## config.mk

```make
export PLATFORM = sky130hd
export DESIGN_NAME = rv32_rvfi_monitor
export DESIGN_NICKNAME = d
export VERILOG_FILES = /design/src/rtl/rv32_rvfi_monitor.sv
export SDC_FILE = /design/constraint.sdc
export NUM_CORES = 1
export LEC_CHECK = 0
export BUFFER_PORTS_ARGS = -buffer_cell sky130_fd_sc_hd__buf_2
export CORE_ASPECT_RATIO = 0.7
export CORE_MARGIN = 2
export CORE_UTILIZATION = 52
export CTS_CLUSTER_SIZE = 40
export DETAILED_ROUTE_END_ITERATION = 7
export PLACE_DENSITY = 0.77
export SYNTH_ARGS = -nofsm -noshare
export SYNTH_HDL_FRONTEND = slang
export SYNTH_SLANG_ARGS = --single-unit
```

## constraint.sdc

```tcl
create_clock -name clk -period 3.6 [get_ports clk]
set_input_delay 0.54 -clock clk [delete_from_list [all_inputs] [get_ports clk]]
set_output_delay 0.54 -clock clk [all_outputs]
set_load 0.005 [all_outputs]
```

## src/rtl/rv32_rvfi_monitor.sv

```systemverilog
// RVFI retirement monitor: order/PC-chain/x0/mem-mask/alignment checks, instret count, first-error latch, trace FIFO.
// Latency: counters, error state and an empty-FIFO trace head all reflect a packet one cycle after it is sampled.
// Backpressure: none toward RVFI; a trace record arriving at a full FIFO with no pop is dropped and flagged.
//
// Ports: clk/reset (async, active-low); rvfi_* retirement packet; clear_in synchronous clear;
//        trace_valid/trace_ready handshake with trace_pc/trace_insn/trace_trap head record;
//        instret_out, error_out/error_code_out/error_order_out, overflow_out status.
module rv32_rvfi_monitor #(
    parameter int FIFO_DEPTH = 4
) (
    input  logic        clk,
    input  logic        reset,
    input  logic        rvfi_valid,
    input  logic [63:0] rvfi_order,
    input  logic [31:0] rvfi_insn,
    input  logic        rvfi_trap,
    input  logic        rvfi_intr,
    input  logic [4:0]  rvfi_rd_addr,
    input  logic [31:0] rvfi_rd_wdata,
    input  logic [31:0] rvfi_pc_rdata,
    input  logic [31:0] rvfi_pc_wdata,
    input  logic [3:0]  rvfi_mem_rmask,
    input  logic [3:0]  rvfi_mem_wmask,
    input  logic        clear_in,
    input  logic        trace_ready,
    output logic        trace_valid,
    output logic [31:0] trace_pc,
    output logic [31:0] trace_insn,
    output logic        trace_trap,
    output logic [63:0] instret_out,
    output logic        error_out,
    output logic [2:0]  error_code_out,
    output logic [63:0] error_order_out,
    output logic        overflow_out
);
    localparam int AW = $clog2(FIFO_DEPTH);
    localparam int PW = AW + 1;

    typedef struct packed {
        logic [31:0] pc;
        logic [31:0] insn;
        logic        trap;
    } trace_rec_t;

    logic            have_prev_q,     have_prev_d;
    logic [63:0]     prev_order_q,    prev_order_d;
    logic [31:0]     prev_pc_wdata_q, prev_pc_wdata_d;
    logic            prev_trap_q,     prev_trap_d;
    logic [63:0]     instret_q,       instret_d;
    logic            err_q,           err_d;
    logic [2:0]      err_code_q,      err_code_d;
    logic [63:0]     err_order_q,     err_order_d;
    logic            ovf_q,           ovf_d;
    logic [PW-1:0]   wptr_q,          wptr_d;
    logic [PW-1:0]   rptr_q,          rptr_d;
    trace_rec_t      mem_q [FIFO_DEPTH];
    trace_rec_t      mem_d [FIFO_DEPTH];

    logic            accept, empty, full, pop, push;
    logic [2:0]      code;
    trace_rec_t      head;

    assign accept = rvfi_valid && !clear_in;
    assign empty  = (wptr_q == rptr_q);
    // Same index, opposite lap bit: writer is a full lap ahead.
    assign full   = (wptr_q[AW] != rptr_q[AW]) && (wptr_q[AW-1:0] == rptr_q[AW-1:0]);
    assign pop    = !empty && trace_ready;
    // A pop in the same cycle frees the slot the push lands in.
    assign push   = accept && (!full || pop);

    // Lowest failing code wins, so test in ascending order.
    always_comb begin
        code = 3'd0;
        if (have_prev_q && (rvfi_order != prev_order_q + 64'd1))
            code = 3'd1;
        else if (have_prev_q && !rvfi_intr && !prev_trap_q && (rvfi_pc_rdata != prev_pc_wdata_q))
            code = 3'd2;
        else if ((rvfi_rd_addr == 5'd0) && (rvfi_rd_wdata != 32'd0))
            code = 3'd3;
        else if ((rvfi_mem_rmask != 4'd0) && (rvfi_mem_wmask != 4'd0))
            code = 3'd4;
        else if (!rvfi_trap && (rvfi_pc_wdata[1:0] != 2'b00))
            code = 3'd5;
    end

    always_comb begin
        have_prev_d     = have_prev_q;
        prev_order_d    = prev_order_q;
        prev_pc_wdata_d = prev_pc_wdata_q;
        prev_trap_d     = prev_trap_q;
        instret_d       = instret_q;
        err_d           = err_q;
        err_code_d      = err_code_q;
        err_order_d     = err_order_q;
        ovf_d           = ovf_q;
        wptr_d          = wptr_q;
        rptr_d          = rptr_q;
        mem_d           = mem_q;
        if (clear_in) begin
            have_prev_d     = 1'b0;
            prev_order_d    = 64'd0;
            prev_pc_wdata_d = 32'd0;
            prev_trap_d     = 1'b0;
            instret_d       = 64'd0;
            err_d           = 1'b0;
            err_code_d      = 3'd0;
            err_order_d     = 64'd0;
            ovf_d           = 1'b0;
            wptr_d          = '0;
            rptr_d          = '0;
            for (int i = 0; i < FIFO_DEPTH; i++) mem_d[i] = '0;
        end else begin
            if (accept) begin
                have_prev_d     = 1'b1;
                prev_order_d    = rvfi_order;
                prev_pc_wdata_d = rvfi_pc_wdata;
                prev_trap_d     = rvfi_trap;
                if (!rvfi_trap) instret_d = instret_q + 64'd1;
                if (!err_q && (code != 3'd0)) begin
                    err_d       = 1'b1;
                    err_code_d  = code;
                    err_order_d = rvfi_order;
                end
                if (!push) ovf_d = 1'b1;
            end
            if (pop) rptr_d = rptr_q + PW'(1);
            if (push) begin
                mem_d[wptr_q[AW-1:0]] = '{pc: rvfi_pc_rdata, insn: rvfi_insn, trap: rvfi_trap};
                wptr_d = wptr_q + PW'(1);
            end
        end
    end

    always_ff @(posedge clk or negedge reset) begin
        if (!reset) begin
            have_prev_q     <= 1'b0;
            prev_order_q    <= 64'd0;
            prev_pc_wdata_q <= 32'd0;
            prev_trap_q     <= 1'b0;
            instret_q       <= 64'd0;
            err_q           <= 1'b0;
            err_code_q      <= 3'd0;
            err_order_q     <= 64'd0;
            ovf_q           <= 1'b0;
            wptr_q          <= '0;
            rptr_q          <= '0;
            for (int i = 0; i < FIFO_DEPTH; i++) mem_q[i] <= '0;
        end else begin
            have_prev_q     <= have_prev_d;
            prev_order_q    <= prev_order_d;
            prev_pc_wdata_q <= prev_pc_wdata_d;
            prev_trap_q     <= prev_trap_d;
            instret_q       <= instret_d;
            err_q           <= err_d;
            err_code_q      <= err_code_d;
            err_order_q     <= err_order_d;
            ovf_q           <= ovf_d;
            wptr_q          <= wptr_d;
            rptr_q          <= rptr_d;
            for (int i = 0; i < FIFO_DEPTH; i++) mem_q[i] <= mem_d[i];
        end
    end

    assign head            = mem_q[rptr_q[AW-1:0]];
    assign trace_valid     = !empty;
    assign trace_pc        = head.pc;
    assign trace_insn      = head.insn;
    assign trace_trap      = head.trap;
    assign instret_out     = instret_q;
    assign error_out       = err_q;
    assign error_code_out  = err_code_q;
    assign error_order_out = err_order_q;
    assign overflow_out    = ovf_q;
endmodule
```

==> results.json, run 1 <==
{
  "layout.nets": 3280,
  "cellLeakagePower_nw": 14.3,
  "setup_ws_ns": -0.138,
  "worst_flop_to_flop_path_endpoint": "error_order_out[36]$_DFFE_PN0P_",
  "timing.rr.start": "prev_order_q[1]$_DFFE_PN0P_",
  "timing.critical_path.arrival_ns": 4.20,
  "vias": 21400,
  "cts-hold-fix-buffers": 0,
  "half_perimeter_wire_length_after_detailed_placement_microns": 53200,
  "largest_net_degree_at_the_start_of_global_routing": 279,
  "io_pins": 411,
  "detail_route.iter0.violations": 1852,
  "fin_crit_ns": 3.74,
  "finish.utilization": 0.639,
  "numCtsBuffers": 49,
  "clock-skew-final_ns": 0.0196,
  "yosysMostFrequentCell": "dfrtp_1",
  "ys_ff_latch": 497,
  "worstSetupStartpoint": "prev_order_q[1]$_DFFE_PN0P_",
  "cts_max_level": 2,
  "power.density_nw_per_um2": 424,
  "design.core.area_sq_um": 49300,
  "syn_area_per_cell_sq_um": 9.90,
  "yosysTopAreaCell": "dfrtp_1",
  "status": "complete, but fails checks",
  "post_synth_instance_area_sq_um": 26000,
  "dp.cells": 3653,
  "chipHeight_microns": 191,
  "clock_sink_count": 497,
  "cap_viol_max_count": 0,
  "area_growth_syn_to_layout_pct": 21.3,
  "floorplan.die.width_microns": 271,
  "ant_nets": 0,
  "clk_path_buf_depth": 3,
  "finalWirelength_microns": 76800,
  "synth.top_cell.area_share": 0.479,
  "min_period_over_period": 1.04,
  "number_of_synthesized_flops_with_an_enable_pin": 0,
  "worst_vdd_rail_ir_drop_mv": 0.353,
  "timing.slew.headroom": 0.358,
  "grt_first_pass_wirelength_microns": 120000,
  "detail_route.vias_per_cell": 5.67,
  "hold_viol": 2,
  "crit_type": "flip-flop to flip-flop",
  "drcViolationCount": 0,
  "crit_required_ns": 4.06,
  "dpl_cell_area_sq_um": 29300,
  "setup.reg_to_reg.worst_slack_ns": -0.14,
  "post_route_cells_drive_above_1_share": 0.240,
  "final_area_sq_um": 31500,
  "async_flop_share": 1.00,
  "global_route.usage.total": 0.295,
  "antenna_violations_before_repair": 9,
  "cts_tree": "yes",
  "floorplan.die_area_sq_um": 51800,
  "worstPathMaxFanout": 16,
  "cts_root_buffer": "clkbuf_16",
  "placement.io_buffers": 410,
  "synthesis.nets": 2843,
  "endpoint_kind": "flip-flop",
  "drt_first_pass_iters": 6,
  "holdCritPathClass": "primary input to async pin",
  "setup_total_negative_slack_ns": -5.57,
  "r2r.worst_path.cells": 14,
  "clkTransAtPathRegs_ns": 0.06,
  "synthTopCellsByArea": "dfrtp_1, nand2b_1, mux2i_1, mux4_2, o21ai_0",
  "synth.cells.most_frequent": "dfrtp_1, nand2b_1, nand2_1",
  "slew_violations": 0,
  "holdWs_ns": -0.00895,
  "max_freq_ghz": 0.267,
  "timing.critical_path.from_type": "flip-flop",
  "std_cell_rows": 68,
  "yosys.cell_types.count": 61,
  "critPathCapture": "error_order_out[36]$_DFFE_PN0P_",
  "place.gp.congestion": 0.986,
  "ys_seq_area_frac": 0.479,
  "yosys_most_used_dff": "dfrtp_1",
  "synthCells": 2624,
  "clock_latency_ns": 0.59,
  "detail_route.wl_per_cell_microns": 20.4,
  "timing_worst_slew_pin_value_ns": 0.963,
  "finish.cell_count_without_fillers": 3772,
  "first_global_vias": 21600,
  "violations": "hold timing, setup timing",
  "globalRouteOverflowTotal": 0,
  "finalSetupViolations": 56,
  "unrepaired_setup_endpoints_after_global_routing": "yes",
  "yosys_warnings": 0,
  "starting_density_of_the_core": 0.527
}
worst max-delay path, cell delays in order, from the launching register on:
cell and delay (ns):
dfrtp_1 0.42, buf_4 0.17, and3_4 0.18, buf_4 0.15, xnor2_1 0.12, nor2_1 0.27, o2111ai_1 0.21, nor4_1 0.25
nand4_1 0.14, or4_4 0.56, o41ai_4 0.49, a21oi_4 0.16, buf_12 0.19, buf_16 0.17, mux2i_1 0.13
what timing repair did:
action                     4_1_cts  5_1_grt
pin swaps                       22        2
gates resized for setup         64        3
hold endpoints to repair         0        0
setup endpoints to repair       68       68
gates cloned                     4        0
setup buffers                   18        1
through the flow:
stage               setup slack, ns  total power, mW
global route                 -0.226             13.9
global placement             -0.234             8.06
finish                       -0.138             13.4
detailed placement           -0.316             8.12
floorplan                    0.0445             7.19
CTS                         -0.0409             13.5
worst min path at each step:
stage                             start                       endpoint  slack [ns]  cells after the start
3_3_place_gp   overflow_out$_DFFE_PN0P_       overflow_out$_DFFE_PN0P_        0.48                      2
2_1_floorplan                     reset  error_code_out[0]$_DFFE_PN0P_        0.24                      0
6_report                          reset         mem_q[146]$_DFFE_PN0P_      -0.009                      1
4_1_cts                           reset         mem_q[146]$_DFFE_PN0P_        0.02                      1
5_1_grt                           reset         mem_q[146]$_DFFE_PN0P_        0.03                      1
3_5_place_dp   overflow_out$_DFFE_PN0P_       overflow_out$_DFFE_PN0P_        0.49                      2
cells in the final DEF, fill, tap and decap left out, types with 5 or more instances in the layout:
master and n:
and3_1 18, nand4_1 45, o21ai_0 273, dfrtp_1 490, clkbuf_1 12, mux2i_1 174
clkinv_2 7, buf_6 9, and4_1 7, nor4_1 37, o2111ai_1 5, nand3_1 47
nor2_1 215, nor3b_1 6, inv_1 18, dfrtp_2 5, ha_1 6, nor3_1 27
or3_1 9, clkbuf_16 50, diode_2 11, xor2_1 100, clkbuf_8 12, nor2b_1 8
mux4_2 65, nand2b_1 387, buf_4 111, and2_1 8, nand2_1 312, a21oi_1 22
buf_2 407, xnor2_1 81, buf_12 16
power breakdown:
group	total (mW)	internal [mW]	switching (mW)
Combinational	2.09	0.926	1.16
Sequential	6.01	5.83	0.175
Clock	5.26	3.01	2.25
metal layers:
metal	GRT usage	vias to the layer above	share of wire
met5	0	-	0.00012
met4	0.0763	2	0.022
met3	0.0647	115	0.080
met2	0.457	814	0.46
met1	0.423	10700	0.44
li1	-	9822	-
registers in the layout, summed over array words and instances, names as in the netlist:
register / flops
mem_q: 260
have_prev_q: 1
prev_order_q: 64
error_code_out: 3
wptr_q: 3
error_order_out: 64
error_out: 1
prev_pc_wdata_q: 32
rptr_q: 3
prev_trap_q: 1
instret_out: 64
overflow_out: 1
kinds of logic after synthesis:
logic type	after synthesis	share of synthesized area
DFF	497	0.479
xor gates and xnor gates	181	0.0611
buffers and inverters	183	0.0285
AOI/OAI and AO/OA	342	0.0722
adders and majority gates	8	0.00376
and+or+nand+nor	1173	0.232
muxes	240	0.124
final cells by class:
class / instances / area, sq um
fillers: 3875 / 17800
well taps: 665 / 832
multi-input cells: 1944 / 13000
clock inverters: 12 / 164
repair buffers: 551 / 3470
diodes: 11 / 27.5
flip-flops and latches: 497 / 12500
inverters: 18 / 67.6
clock buffers: 74 / 1460
No activity file was read; power rests on OpenSTA's default activity.
==> run 2: changes to the inputs <==
Settings changed: SETUP_SLACK_MARGIN set to 0.5.
==> run 2 against run 1 <==
Largest power group unchanged; the run still ends with hold timing, setup timing left; via count fell by 0.14%; routed wire length rose by 1.0%; sequential power barely moved; die area did not move.
==> results.json, run 2 (synthesized netlist as in run 1, its figures left out) <==
{
  "critical_path.slowest_cell": "dfrtp_1",
  "dpl_cell_area_sq_um": 29500,
  "cts_max_level": 2,
  "mostFrequentLayoutCell": "dfrtp_1",
  "unrepaired_setup_endpoints_after_global_routing": "yes",
  "drcViolationCount": 0,
  "timing.critical_path.arrival_ns": 4.15,
  "design.core.area_sq_um": 49300,
  "power_report.internal_total_mw": 9.65,
  "largest-register": "mem_q",
  "p_clk_frac": 0.391,
  "layout.nets": 3287,
  "cellLeakagePower_nw": 14.4,
  "violations": "hold timing, setup timing",
  "first_global_vias": 21300,
  "detail_route.wl_per_cell_microns": 20.5,
  "global_route.usage.total": 0.296,
  "power.net_switching_mw": 3.65,
  "chipHeight_microns": 191,
  "worstPathMaxFanout": 9,
  "clk_path_buf_depth": 3,
  "final_area_sq_um": 31500,
  "vias": 21400,
  "detail_route.iter0.violations": 1810,
  "worst_vdd_rail_ir_drop_mv": 0.366,
  "drt_first_pass_iters": 7,
  "status": "complete, but fails checks",
  "placement.io_buffers": 410,
  "clkTransAtPathRegs_ns": 0.07,
  "cap_viol_max_count": 0,
  "std_cell_rows": 68,
  "mostFrequentLayoutCells": "dfrtp_1, buf_2, nand2b_1, nand2_1, o21ai_0",
  "timing.critical_path.from_type": "flip-flop",
  "cts_root_buffer": "clkbuf_16",
  "num-fill-cells": 3944,
  "endpoint_kind": "flip-flop",
  "fin_crit_ns": 3.65,
  "detail_route.vias_per_cell": 5.66,
  "timing.critical_path.slowest_cell_delay_ns": 0.44,
  "timing.slew.headroom": 0.245,
  "setup_ws_ns": -0.0537,
  "floorplan.die_area_sq_um": 51800,
  "finish.utilization": 0.640,
  "pwr-share-seq": 0.452,
  "cts_tree": "yes",
  "swShare": 0.274,
  "antenna_violations_before_repair": 12,
  "starting_density_of_the_core": 0.527,
  "holdWs_ns": -0.0145,
  "clock-skew-final_ns": 0.0280,
  "floorplan.die.width_microns": 271,
  "finalWirelength_microns": 77600,
  "largest_net_degree_at_the_start_of_global_routing": 304,
  "globalRouteOverflowTotal": 0,
  "finalSetupViolations": 34,
  "multiInputGateArea_sq_um": 13100,
  "timing_worst_slew_pin_value_ns": 1.13,
  "crit_required_ns": 4.09,
  "numCtsBuffers": 48,
  "number_of_flip_flops_under_the_largest_register_name": 260,
  "layout.area.seq_sq_um": 12500,
  "min_period_over_period": 1.01,
  "cts-hold-fix-buffers": 0,
  "dp.cells": 3662,
  "totalPowerFinal_mw": 13.3,
  "grt_first_pass_wirelength_microns": 121000,
  "path_cells": "nand4_1 -> nor3_1 -> nand3_4 -> xnor2_2 -> nand4b_1 -> a2111oi_2 -> nand4_1 -> o41ai_4 -> buf_4 -> a21oi_4 -> buf_12 -> buf_12 -> mux2i_2",
  "slew_violations": 0,
  "max_freq_ghz": 0.274,
  "clock_latency_ns": 0.61,
  "hold_viol": 5,
  "half_perimeter_wire_length_after_detailed_placement_microns": 54500,
  "area_growth_syn_to_layout_pct": 21.5,
  "ant_nets": 0,
  "post_route_cells_drive_above_1_share": 0.247,
  "place.gp.congestion": 0.979,
  "clock_sink_count": 497,
  "power.combinational.fraction": 0.157,
  "holdCritPathClass": "primary input to async pin",
  "crit_type": "flip-flop to flip-flop",
  "power.density_nw_per_um2": 422,
  "io_pins": 411,
  "finish.cell_count_without_fillers": 3777
}
==> run 2: cell count changes in the layout (fill, tap and decap cells not counted), moves of 5 or more <==
cell,before,now
buf_4,111,123
diode_2,11,6
nor3_1,27,21
nor4_1,37,32
nor4_2,4,9
==> run 2: area by class of cell <==
type,instances,share of cell area
clock inverters,22,0.00821
diodes,6,0.000476
repair buffers,559,0.110
clock buffers,66,0.0431
well taps,665,0.0264
inverters,18,0.00214
flip-flops and latches,497,0.395
multi-input cells,1944,0.415
==> run 2: power groups by stage <==
stage / Combinational [mW] / Clock, mW / Sequential (mW)
after floorplan: 1.13 / 0 / 6.07
after global placement: 2.01 / 0 / 6.09
after detailed placement: 2.04 / 0 / 6.11
after CTS: 2.06 / 5.29 / 6.01
after global routing: 2.26 / 5.55 / 6.04
final: 2.09 / 5.20 / 6.01
==> run 2: final timing paths <==
path,endpoint,slack (ns),startpoint,depth (start not counted)
min,mem_q[146]$_DFFE_PN0P_,-0.01,reset,1
max reg2reg,error_order_out[45]$_DFFE_PN0P_,-0.05,prev_order_q[24]$_DFFE_PN0P_,13
min reg2reg,mem_q[97]$_DFFE_PN0P_,0.52,mem_q[97]$_DFFE_PN0P_,2
max,error_order_out[45]$_DFFE_PN0P_,-0.05,prev_order_q[24]$_DFFE_PN0P_,13
max in group asynchronous,instret_out[29]$_DFFE_PN0P_,2.65,reset,2
min in group clk,prev_pc_wdata_q[29]$_DFFE_PN0P_,0.17,rvfi_pc_wdata[29],3
==> run 2: metrics by stage <==
step	TNS, ns	worst slack [ns]
floorplan	0	0.368
global placement	-4.74	-0.112
detailed placement	-3.76	-0.118
CTS	0	0.0507
global route	-5.76	-0.126
finish	-0.516	-0.0537
==> run 2: critical path, delay by kind of cell, from the launching register on <==
family | cells | cell delay [ns]
XOR/XNOR | 1 | 0.20
flip-flops | 1 | 0.44
multiplexers | 1 | 0.21
AND/OR/NAND/NOR | 5 | 1.33
AO/OA/AOI/OAI | 3 | 0.84
buffers and inverters | 3 | 0.51
==> run 2: timing repair <==
item | CTS | global route
gates resized for setup | 11 | 30
gates cloned | 0 | 3
buffers inserted | 9 | 9
pin swaps | 1 | 7
setup endpoints to repair | 69 | 72
==> run 2: metal layers <==
| layer | up-vias | share of wire | GRT usage |
|---|---|---|---|
| met2 | 791 | 0.45 | 0.447 |
| met1 | 10600 | 0.46 | 0.439 |
| met4 | 10 | 0.021 | 0.0763 |
| met3 | 110 | 0.070 | 0.0565 |
| met5 | - | 0.00076 | 0 |
| li1 | 9838 | - | - |
==> run 3: changes to the inputs <==
Settings changed: ABC_AREA set to 1.
==> run 3 against run 2 <==
The flow now finishes without violations; clock-buffer cell count unchanged; final area decreased by 2.8%; via count increased by 15%; worst hold slack improved by 0.19 ns; combinational power increased by 17%.
==> results.json, run 3 <==
{
  "status": "finished, final reports clean",
  "largest_net_degree_at_the_start_of_global_routing": 126,
  "mostFrequentLayoutCell": "dfrtp_1",
  "worst_vdd_rail_ir_drop_mv": 0.327,
  "ant_nets": 0,
  "yosys.cell_types.count": 54,
  "synth.cells.most_frequent": "dfrtp_1, o21ai_0, nand2_1",
  "timing_worst_slew_pin_value_ns": 1.09,
  "synthTopCellsByArea": "dfrtp_1, o21ai_0, nand3_1, nand2_1, nor2_1",
  "clk_path_buf_depth": 3,
  "finalWirelength_microns": 82100,
  "async_flop_share": 1.00,
  "grt_first_pass_wirelength_microns": 122000,
  "critical_path.slowest_cell": "dfrtp_1",
  "layout.nets": 3669,
  "design.core.area_sq_um": 48000,
  "yosysTopAreaCell": "dfrtp_1",
  "std_cell_rows": 67,
  "chipHeight_microns": 189,
  "cts_root_buffer": "clkbuf_16",
  "path_cells": "nand2_1 -> nor2_2 -> nand2_1 -> nor2_8 -> nand2_2 -> nand2_1 -> nand2_1 -> nand2_1 -> nand3_1 -> nor2_1 -> nand2_1 -> nor3_4 -> nand2_2 -> nand2_2 -> nand4_4 -> nand2_8 -> clkbuf_16 -> nand3_1 -> nand2_1",
  "starting_density_of_the_core": 0.529,
  "timing.critical_path.from_type": "flip-flop",
  "synthesis.nets": 3317,
  "holdCritPathClass": "primary input to flip-flop",
  "power.density_nw_per_um2": 459,
  "yosys_most_used_dff": "dfrtp_1",
  "unrepaired_setup_endpoints_after_global_routing": "yes",
  "path_common_cell": "nand2_1",
  "area_growth_syn_to_layout_pct": 20.6,
  "timing.slew.headroom": 0.271,
  "worstPathMaxFanout": 8,
  "post_synth_instance_area_sq_um": 25400,
  "endpoint_kind": "flip-flop",
  "clock-skew-final_ns": 0.0165,
  "timing.critical_path.arrival_ns": 3.71,
  "antenna_violations_before_repair": 7,
  "numCtsBuffers": 48,
  "globalRouteOverflowTotal": 0,
  "fin_crit_ns": 3.22,
  "cts_max_level": 2,
  "vias": 24600,
  "detail_route.vias_per_cell": 5.93,
  "timing.critical_path.slowest_cell_delay_ns": 0.43,
  "syn_area_per_cell_sq_um": 8.20,
  "clock_latency_ns": 0.58,
  "crit_required_ns": 4.10,
  "floorplan.die.width_microns": 268,
  "synthCells": 3098,
  "ys_ff_latch": 497,
  "worst-path-buf-inv": 1,
  "yosys_warnings": 0,
  "first_global_vias": 21800,
  "cap_viol_max_count": 0,
  "largest-register": "mem_q",
  "detail_route.wl_per_cell_microns": 19.8,
  "max_freq_ghz": 0.311,
  "yosysMostFrequentCell": "dfrtp_1",
  "half_perimeter_wire_length_after_detailed_placement_microns": 53500,
  "clkTransAtPathRegs_ns": 0.06,
  "slew_violations": 0,
  "hold_viol": 0,
  "io_pins": 411,
  "detailedPlace.worstSlack_ns": 0.306,
  "ys_seq_area_frac": 0.489,
  "crit_type": "flip-flop to flip-flop",
  "number_of_flip_flops_under_the_largest_register_name": 260,
  "finalSetupViolations": 0,
  "detail_route.iter0.violations": 2819,
  "cts_tree": "yes",
  "number_of_synthesized_flops_with_an_enable_pin": 0,
  "floorplan.die_area_sq_um": 50700,
  "totalPowerFinal_mw": 14.1,
  "placement.io_buffers": 410,
  "num-fill-cells": 4101,
  "place.gp.congestion": 1.03,
  "cellLeakagePower_nw": 14.7,
  "clock_sink_count": 497,
  "drt_first_pass_iters": 6,
  "synth.top_cell.area_share": 0.489,
  "global_route.usage.total": 0.304,
  "mostFrequentLayoutCells": "dfrtp_1, o21ai_0, nand2_1, buf_2, nand3_1",
  "post_route_cells_drive_above_1_share": 0.198,
  "min_period_over_period": 0.893,
  "drcViolationCount": 0,
  "setup_total_negative_slack_ns": 0,
  "setup_ws_ns": 0.384,
  "kind_of_cell_adding_the_most_delay_to_the_critical_path": "simple AND/OR/NAND/NOR gates"
}
run 3: area by class of cell:
class,count,area (sq um),area share
Clock inverter,22,355,0.0116
Clock buffer,66,1390,0.0454
Inverter,232,887,0.0289
Multi-Input combinational cell,2180,11600,0.379
Sequential cell,497,12500,0.406
Antenna cell,8,20.0,0.000653
Timing Repair Buffer,491,3100,0.101
Tap cell,655,820,0.0267
run 3: kinds of logic (layout without fill, tap and decap cells):
logic type / count (synthesis) / in the layout / share of synthesized area
simple gates: 1366 / 1367 / 0.248
compound gates: 703 / 703 / 0.158
flops: 497 / 497 / 0.489
buf+inv: 422 / 811 / 0.0652
xor+xnor: 103 / 103 / 0.0360
fa+ha+maj: 7 / 7 / 0.00345
other cells: 0 / 8 / 0
run 3: layer usage:
| layer | vias up | global-route usage | part of all wire |
|---|---|---|---|
| li1 | 11300 | - | - |
| met1 | 11800 | 0.465 | 0.44 |
| met2 | 1285 | 0.434 | 0.43 |
| met3 | 172 | 0.0601 | 0.11 |
| met4 | 0 | 0.0905 | 0.029 |
| met5 | - | 0 | 0 |
run 3: worst min-delay path: stages:
cell and delay (ns):
buf_2 0.07, nand2_1 0.04, o21ai_0 0.06
run 3: timing repair:
action	in CTS	in global routing
buffers inserted	0	28
endpoints found under the hold margin	69	0
cloned	1	10
pin swaps	0	28
hold buffers	1	0
resized for setup	9	77
setup endpoints to repair	85	167
run 3: path summary, 6_finish.rpt:
path | end | cells past startpoint | slack, ns | from
worst max-delay path | error_order_out[33]$_DFFE_PN0P_ | 19 | 0.38 | prev_order_q[13]$_DFFE_PN0P_
worst min-delay path | prev_pc_wdata_q[12]$_DFFE_PN0P_ | 3 | 0.17 | rvfi_pc_wdata[12]
worst max register to register | error_order_out[33]$_DFFE_PN0P_ | 19 | 0.38 | prev_order_q[13]$_DFFE_PN0P_
worst min register to register | rptr_q[2]$_DFFE_PN0P_ | 1 | 0.48 | rptr_q[2]$_DFFE_PN0P_
max in group asynchronous | prev_order_q[29]$_DFFE_PN0P_ | 3 | 2.06 | reset
min in group asynchronous | mem_q[16]$_DFFE_PN0P_ | 2 | 0.54 | reset
run 3: metrics by stage:
stage | std cells | hold WS [ns] | util | area (sq um)
floorplan | 3098 | 0.244 | - | 25400
global placement | 4015 | 0.472 | 0.585 | 28100
detailed placement | 4015 | 0.474 | 0.585 | 28100
CTS | 4105 | 0.146 | 0.622 | 29900
global route | 4146 | 0.157 | 0.638 | 30600
finish | 4151 | 0.171 | 0.638 | 30600
run 3: report_power, final:
group,internal (mW),switching (mW)
Sequential,5.84,0.211
Combinational,0.897,1.56
Clock,3.29,2.25
Total,10.0,4.02
